File: config.mk
export PLATFORM = sky130hd
export DESIGN_NAME = sync_dual_port_ram
export DESIGN_NICKNAME = d
export VERILOG_FILES = /design/src/rtl/sync_dual_port_ram_pkg.sv /design/src/rtl/ram_rd_pipe.sv /design/src/rtl/sync_dual_port_ram.sv
export SDC_FILE = /design/constraint.sdc
export NUM_CORES = 1
export LEC_CHECK = 0
export CELL_PAD_IN_SITES_DETAIL_PLACEMENT = 0
export CELL_PAD_IN_SITES_GLOBAL_PLACEMENT = 2
export CORE_MARGIN = 8
export CORE_UTILIZATION = 46
export DETAILED_ROUTE_END_ITERATION = 8
export HOLD_SLACK_MARGIN = 0.08
export PLACE_DENSITY_LB_ADDON = 0.08
export SLEW_MARGIN = 25
export SYNTH_ARGS = -nofsm -noshare
export SYNTH_HDL_FRONTEND = slang
export SYNTH_SLANG_ARGS = --single-unit
File: constraint.sdc
create_clock -name clk_i -period 6.13 [get_ports clk_i]
set_clock_uncertainty 0.1 [all_clocks]
set_input_delay 1.226 -clock clk_i [delete_from_list [all_inputs] [get_ports clk_i]]
set_output_delay 1.226 -clock clk_i [all_outputs]
set_load 0.05 [all_outputs]
File: src/rtl/sync_dual_port_ram_pkg.sv
// Shared types and limits for the synchronous simple-dual-port RAM.
package sync_dual_port_ram_pkg;

   typedef enum logic {
      READ_FIRST  = 1'b0,
      WRITE_FIRST = 1'b1
   } collision_mode_e;

   typedef enum logic {
      ST_INIT  = 1'b0,
      ST_READY = 1'b1
   } state_e;

   localparam int unsigned MAX_RD_LATENCY = 4;

endpackage

File: src/rtl/ram_rd_pipe.sv
// Read-data delay line: STAGES register stages carrying data plus valid.
// Data only advances with its valid bit, so the output holds the last valid word.
module ram_rd_pipe #(
   parameter int unsigned DATA_WIDTH = 32,
   parameter int unsigned STAGES     = 0
) (
   input  logic                  clk_i,
   input  logic                  rst_ni,
   input  logic [DATA_WIDTH-1:0] data_i,
   input  logic                  valid_i,
   output logic [DATA_WIDTH-1:0] data_o,
   output logic                  valid_o
);

   if (STAGES == 0) begin : g_bypass
      logic unused_clk_rst;
      assign unused_clk_rst = clk_i ^ rst_ni;
      assign data_o  = data_i;
      assign valid_o = valid_i;
   end else begin : g_pipe
      logic [STAGES:1]       vld_pipe;
      logic [DATA_WIDTH-1:0] data_pipe [STAGES:1];

      always_ff @(posedge clk_i) begin
         if (!rst_ni) begin
            vld_pipe <= '0;
            for (int s = 1; s <= STAGES; s++) data_pipe[s] <= '0;
         end else begin
            vld_pipe[1] <= valid_i;
            if (valid_i) data_pipe[1] <= data_i;
            for (int s = 2; s <= STAGES; s++) begin
               vld_pipe[s] <= vld_pipe[s-1];
               if (vld_pipe[s-1]) data_pipe[s] <= data_pipe[s-1];
            end
         end
      end

      assign data_o  = data_pipe[STAGES];
      assign valid_o = vld_pipe[STAGES];
   end

endmodule

File: src/rtl/sync_dual_port_ram.sv
// Single-clock simple-dual-port RAM with byte enables, pipelined registered read,
// selectable same-address collision behaviour and a post-reset clear sequencer.
module sync_dual_port_ram
   import sync_dual_port_ram_pkg::*;
#(
   parameter int unsigned     DATA_WIDTH     = 32,
   parameter int unsigned     ADDR_WIDTH     = 3,
   parameter int unsigned     BYTE_WIDTH     = 8,
   parameter int unsigned     RD_LATENCY     = 1,
   parameter collision_mode_e COLLISION_MODE = READ_FIRST,
   localparam int unsigned    NUM_BYTES      = DATA_WIDTH / BYTE_WIDTH
) (
   input  logic                  clk_i,
   input  logic                  rst_ni,
   input  logic                  wr_en_i,
   input  logic [NUM_BYTES-1:0]  wr_be_i,
   input  logic [ADDR_WIDTH-1:0] wr_addr_i,
   input  logic [DATA_WIDTH-1:0] wr_data_i,
   input  logic                  rd_en_i,
   input  logic [ADDR_WIDTH-1:0] rd_addr_i,
   output logic [DATA_WIDTH-1:0] rd_data_o,
   output logic                  rd_valid_o,
   output logic                  init_done_o
);

   localparam int unsigned DEPTH = 1 << ADDR_WIDTH;

   if ((DATA_WIDTH % BYTE_WIDTH) != 0 || RD_LATENCY < 1 || RD_LATENCY > MAX_RD_LATENCY) begin : g_bad_param
      $error("sync_dual_port_ram: illegal DATA_WIDTH/BYTE_WIDTH/RD_LATENCY combination");
   end

   typedef logic [NUM_BYTES-1:0][BYTE_WIDTH-1:0] word_t;

   word_t                 mem [DEPTH];
   word_t                 wr_word, rd_word, rd_data_q;
   logic                  rd_vld_q;
   state_e                st_q, st_d;
   logic [ADDR_WIDTH-1:0] cnt_q, cnt_d;
   logic                  ready, wr_fire, rd_fire;

   assign ready   = (st_q == ST_READY);
   assign wr_fire = ready && wr_en_i;
   assign rd_fire = ready && rd_en_i;
   assign wr_word = wr_data_i;

   always_ff @(posedge clk_i) begin
      if (!rst_ni) begin
         st_q  <= ST_INIT;
         cnt_q <= '0;
      end else begin
         st_q  <= st_d;
         cnt_q <= cnt_d;
      end
   end

   // Clear walks every address once, then the FSM parks in ST_READY until reset.
   always_comb begin
      st_d  = st_q;
      cnt_d = cnt_q;
      unique case (st_q)
         ST_INIT: begin
            cnt_d = cnt_q + 1'b1;
            if (cnt_q == '1) st_d = ST_READY;
         end
         ST_READY: ;
         default: st_d = ST_INIT;
      endcase
   end

   always_ff @(posedge clk_i) begin
      if (rst_ni) begin
         if (st_q == ST_INIT) begin
            mem[cnt_q] <= '0;
         end else if (wr_en_i) begin
            for (int b = 0; b < NUM_BYTES; b++)
               if (wr_be_i[b]) mem[wr_addr_i][b] <= wr_word[b];
         end
      end
   end

   // WRITE_FIRST forwards the enabled lanes of a same-address write into the read.
   always_comb begin
      rd_word = mem[rd_addr_i];
      if (COLLISION_MODE == WRITE_FIRST && wr_fire && wr_addr_i == rd_addr_i) begin
         for (int b = 0; b < NUM_BYTES; b++)
            if (wr_be_i[b]) rd_word[b] = wr_word[b];
      end
   end

   always_ff @(posedge clk_i) begin
      if (!rst_ni) begin
         rd_vld_q  <= 1'b0;
         rd_data_q <= '0;
      end else begin
         rd_vld_q <= rd_fire;
         if (rd_fire) rd_data_q <= rd_word;
      end
   end

   ram_rd_pipe #(
      .DATA_WIDTH (DATA_WIDTH),
      .STAGES     (RD_LATENCY - 1)
   ) u_rd_pipe (
      .clk_i   (clk_i),
      .rst_ni  (rst_ni),
      .data_i  (rd_data_q),
      .valid_i (rd_vld_q),
      .data_o  (rd_data_o),
      .valid_o (rd_valid_o)
   );

   assign init_done_o = ready;

endmodule

Word-level counts from Yosys, hierarchy flattened

Memory sizes are Yosys's and may differ from the RTL's. A register that Yosys moved wholly into a read port is not among the register bits.
Cells that the tools add are included.

Memories kept: 1
Latch bits: 0
Output and inout port bits: 34
Word-level logic and storage cells: 37
RAM bits: 256
Bits of input ports: 46
Flip-flop bits (word level): 5
Memory bits (read-only): 0

Memory list:

| name | depth | bits a word | read ports | clocked after Yosys merged registers in | wr ports | line                     | text |
|---|---|---|---|---|---|---|---|
| mem  | 8     | 32          | 1          | 1                                       | 1        | sync_dual_port_ram.sv:34 | `word_t mem [DEPTH];` |

Add/subtract/negate cells: 1
Multiplexer cells: 28
$lt $le $gt $ge: 0
Bitwise logic cells: 0
Eq/ne operators: 1
Reduce and logical (&&, ||, !) cells: 3
Div/mod/pow operators: 0
Multipliers: 0
Shift-type cells: 0

Operators with widths:

| operator            | count |
|---|---|
| $mux 32             | 1 |
| $reduce_or 32->1    | 1 |
| $mux 1              | 25 |
| $mux 4              | 1 |
| $add 3x1->3 const B | 1 |
| $eq 3x3->1 const B  | 1 |
| $mux 3              | 1 |
| $logic_and 1x1->1   | 1 |
| $logic_not 1->1     | 1 |

Depth between registers and ports, before layout

Depth in word-level cells: 7
Depth in mapped cells: 6
Depth with buffers taken out: 4

Hierarchy

Synthesis repeated with hierarchy kept, for this count alone.

Cell total of the unflattened synthesis: 785
Area total of the unflattened synthesis: 11930.2 um2

By module, submodules not included:

| module             | area an instance (um2) | cells an instance | times used | seq. area each (um2) |
|---|---|---|---|---|
| sync_dual_port_ram | 11682.5                | 752               | 1          | 8428.1 |
| ram_rd_pipe        | 247.7                  | 33                | 1          | 0.0 |

Worst setup path after synthesis

No wires, ideal clock.

Path type: input-to-reg
Start point: in wr_be_i[0]
End point: mem mem[5][16] in the netlist's numbering, enable pin
Cell stages on the path: 5
Library setup time: 0.370 ns
Path slack: 3.305 ns
Required time: 5.660 ns
Buffers on the path: 1
Arrival: 2.354 ns
Path through: nor4_4 > nor2_4 > buf_6 > mux2i_4 > nor2_1

Word-level cells in the longest chain between the ends: 7
Elaborated cells between the ends (all ways): 8
Classes of those cells: mux: 7; reduce/logical: 1

Ends and longest elaborated chain:

| what                                              | line                     | text |
|---|---|---|
| start, declared                                   | sync_dual_port_ram.sv:16 | `input logic [NUM_BYTES-1:0] wr_be_i,` |
| $mux 1 (*)                                        | sync_dual_port_ram.sv:76 | `if (wr_be_i[b]) mem[wr_addr_i][b] <= wr_word[b];` |
| $mux 1 (*)                                        | sync_dual_port_ram.sv:74 | `end else if (wr_en_i) begin` |
| $mux 1 (*)                                        | sync_dual_port_ram.sv:72 | `if (st_q == ST_INIT) begin` |
| $mux 1 (*)                                        | sync_dual_port_ram.sv:71 | `if (rst_ni) begin` |
| $mux 1 (implied by the code) (*)                  | sync_dual_port_ram.sv:76 |  |
| $reduce_or 32->1 (no source line) (*)             | --                       |  |
| $mux 3 (no source line) or $mux 4 (tied branches) | --                       |  |
| end, declared                                     | sync_dual_port_ram.sv:34 |  |

Every way passes the cells marked *; elsewhere a longest branch is shown, timed or not.

Worst setup path in the final report

Start point: in rst_ni
End point: mem mem[1][5] in the netlist's numbering, enable pin

Word-level cells in the longest chain between the ends: 4
Elaborated cells between the ends (all ways): 13
Classes of those cells: mux: 12; reduce/logical: 1

Ends and longest elaborated chain:

| what                                              | line                     | text |
|---|---|---|
| start, declared                                   | sync_dual_port_ram.sv:14 | `input logic rst_ni,` |
| $mux 1                                            | sync_dual_port_ram.sv:71 |  |
| $mux 1 (implied by the code)                      | sync_dual_port_ram.sv:76 |  |
| $reduce_or 32->1 (no source line)                 | --                       |  |
| $mux 3 (no source line) or $mux 4 (tied branches) | --                       |  |

Several ways; a longest one is shown, not always the timed one.

==> impl_metrics.env <==
export IMPL_cts_clk_slew_worst_paths_ps=60
export IMPL_worst_setup_path_type="primary input to flip-flop"
export IMPL_endpoint_kind="flip-flop"
export IMPL_fin_ws_ps=2280
export IMPL_syn_avg_cell_area_sq_um=15.5
export IMPL_start_util_pct=46.7
export IMPL_ys_top_cells_by_count="edfxtp_1, mux2i_1, nor2_1, a22oi_1, dfxtp_1"
export IMPL_postSynthCellCount=752
export IMPL_synth_top_area_share_pct=65.8
export IMPL_vias_per_cell=5.46
export IMPL_synthTopCellsByArea="edfxtp_1, mux2i_1, dfxtp_1, a22oi_1, nor2_1"
export IMPL_slowest_delay_ps=720
export IMPL_ios=80
export IMPL_rows=58
export IMPL_overflow=0
export IMPL_drive_above_1_share_pct=8.17
export IMPL_synth_warnings=0
export IMPL_fmax_mhz=260
export IMPL_multi_input_area_sq_um=2980
export IMPL_critPathBufInv=2
export IMPL_startpoint_type="primary input"
export IMPL_drt_iter0_drc=471
export IMPL_cts_hold_buf=0
export IMPL_hold_viol_final=0
export IMPL_cp_slowest_cell="nor2_1"
export IMPL_ys_flop_type="edfxtp_1"
export IMPL_total_power_mw=4.30
export IMPL_synth_nets=800
export IMPL_ir_worst_vdd_v=0.000175
export IMPL_min_from="rd_data_q[8]"
export IMPL_whs_path_depth=2
export IMPL_gp_congestion=0.762
export IMPL_fp_dieArea_sq_um=30800
export IMPL_cp_top_family="simple AND/OR/NAND/NOR gates"
export IMPL_clkSinkCount=293
export IMPL_dpl_cell_area_sq_um=12700
export IMPL_routed_wl_mm=26.5
export IMPL_fill_cells=2040
export IMPL_r2r_setup_slack_ps=3210
export IMPL_cts_buffers=30
export IMPL_final_nets=869
export IMPL_dp_hpwl_mm=17.3
export IMPL_path_cells="clkdlybuf4s50_1 -> buf_4 -> nand3_2 -> nor2_4 -> mux2i_2 -> nor2_1"
export IMPL_outcome="complete, no violations"
export IMPL_required_ps=6200
export IMPL_die_h_um=175
export IMPL_hold_path_class="flip-flop to flip-flop"
export IMPL_synth_top_area_cell="edfxtp_1"
export IMPL_p_per_area_nw_per_um2=314
export IMPL_min_to="rd_data_q[8]"
export IMPL_cts_setup_buffers=0
export IMPL_wire_per_inst_um=22.5
export IMPL_fin_setup_tns_ps=0
export IMPL_fin_crit_sh_pct=62.8
export IMPL_clock_tree_root_cell="clkbuf_16"
export IMPL_vias=6418
export IMPL_finalCriticalPeriod_ps=3850
export IMPL_cts_tree="done"
export IMPL_synth_edff_count=256
export IMPL_antenna_found_initial=0
export IMPL_cts_resized=0
export IMPL_ys_seq_elements=293
export IMPL_register_area_sq_um=8430
export IMPL_insertion_delay_ps=540
export IMPL_worstMarginPinSlew_ps=1060
export IMPL_netlist_area_sq_um=11700
export IMPL_utilization_pct=54.7
export IMPL_fp_dieW_um=175
export IMPL_h_tree_depth=1
export IMPL_arrival_ps=3920
export IMPL_drc_errors=0
export IMPL_grt_pass1_vias=6737
export IMPL_maxCapViolations=0
export IMPL_cts_path_max_buffers=3
export IMPL_firstDrtPassIters=4
export IMPL_syn2layout_area_growth_pct=17.2
export IMPL_coreArea_sq_um=25000
export IMPL_ys_types=31
export IMPL_r2r_start="init_done_o"
export IMPL_ant_nets=0
export IMPL_grt_max_degree=73
export IMPL_synth_seq_area_share_pct=72.1
export IMPL_pre_cts_slack_ps=1690
export IMPL_slew_violations=0
export IMPL_r2r_end="mem[1][5]"
export IMPL_post_synth_top_count_cell="edfxtp_1"
export IMPL_diodes=0
export IMPL_final_area_sq_um=13700
export IMPL_grt_first_pass_wirelength_mm=40.0
export IMPL_rsz0062_at_grt="false"
export IMPL_portBuffers=79
export IMPL_setup_viol=0
export IMPL_synthArstFlopShare_pct=0
export IMPL_worstPathMaxFanout=42
export IMPL_r2r_cells=4
export IMPL_p_leak_nw=4.82
export IMPL_grtUsageTotal_pct=17.0
export IMPL_slew_headroom_pct=29.2
per-stage QoR:
step / instances / hold WS, ps
floorplan: 752 / 463
global placement: 1119 / 406
detailed placement: 1119 / 411
CTS: 1175 / 435
global route: 1175 / 452
finish: 1175 / 430
kinds of logic (layout without fill, tap and decap cells):
family	after synthesis	in the layout	synth area share, %
buf+inv	49	142	2.51
flops	293	293	72.1
xor+xnor	1	1	0.0750
compound gates	129	129	6.92
fa+ha+maj	2	2	0.214
simple gates	140	140	5.97
mux	138	138	12.2
cells in the final DEF (no fill, tap or decap), types with 5 or more instances in the layout:
cell and count:
nor3b_1 6, mux2i_1 130, edfxtp_1 256, o21ai_0 32, clkbuf_16 31, dfxtp_1 37
a22oi_1 64, and2_1 33, nand2_1 16, nor2_1 67, mux2i_2 5, clkinv_2 8
clkdlybuf4s50_1 78, a21oi_1 32, buf_4 7, clkbuf_1 8
power by group:
group	switching [mW]	total, mW	internal [mW]
Clock	0.723	1.86	1.14
Sequential	0.0164	2.21	2.20
Combinational	0.135	0.223	0.0886
area by class of cell:
cell class | instances | share of cell area [%]
tap | 330 | 3.02
clock buffer | 43 | 6.29
sequential | 293 | 61.5
timing repair buffer | 86 | 6.17
clock inverter | 13 | 1.20
multi-input combinational | 410 | 21.8
worst register-to-register path, cell delays in order, from the launching register on:
cell	delay (ps)
dfxtp_1	630
nand3_2	150
nor2_4	620
mux2i_2	330
nor2_1	720
sequential cells by signal, summed over array words and instances, names as in the netlist:
signal / cells
rd_vld_q: 1
mem: 256
rd_data_q: 32
init_done_o: 1
cnt_q: 3
worst max-delay path by stage:
stage | from | to | slack (ps) | depth (start not counted)
finish | rst_ni | mem[1][5] | 2280 | 6
global route | rst_ni | mem[4][11] | 2080 | 6
CTS | rst_ni | mem[4][11] | 2270 | 6
detailed placement | rst_ni | mem[4][15] | 1690 | 6
global placement | rst_ni | mem[0][4] | 1790 | 6
floorplan | wr_be_i[0] | mem[5][16] | 3310 | 5
per-layer routing:
| layer | GRT usage [%] | vias up | share of wire (%) |
|---|---|---|---|
| li1 | - | 3004 | - |
| met1 | 22.6 | 3217 | 44 |
| met2 | 28.6 | 159 | 49 |
| met3 | 3.01 | 38 | 4.7 |
| met4 | 4.20 | 0 | 1.9 |
| met5 | 0 | - | 0 |
(Power assumes the default switching activity.)
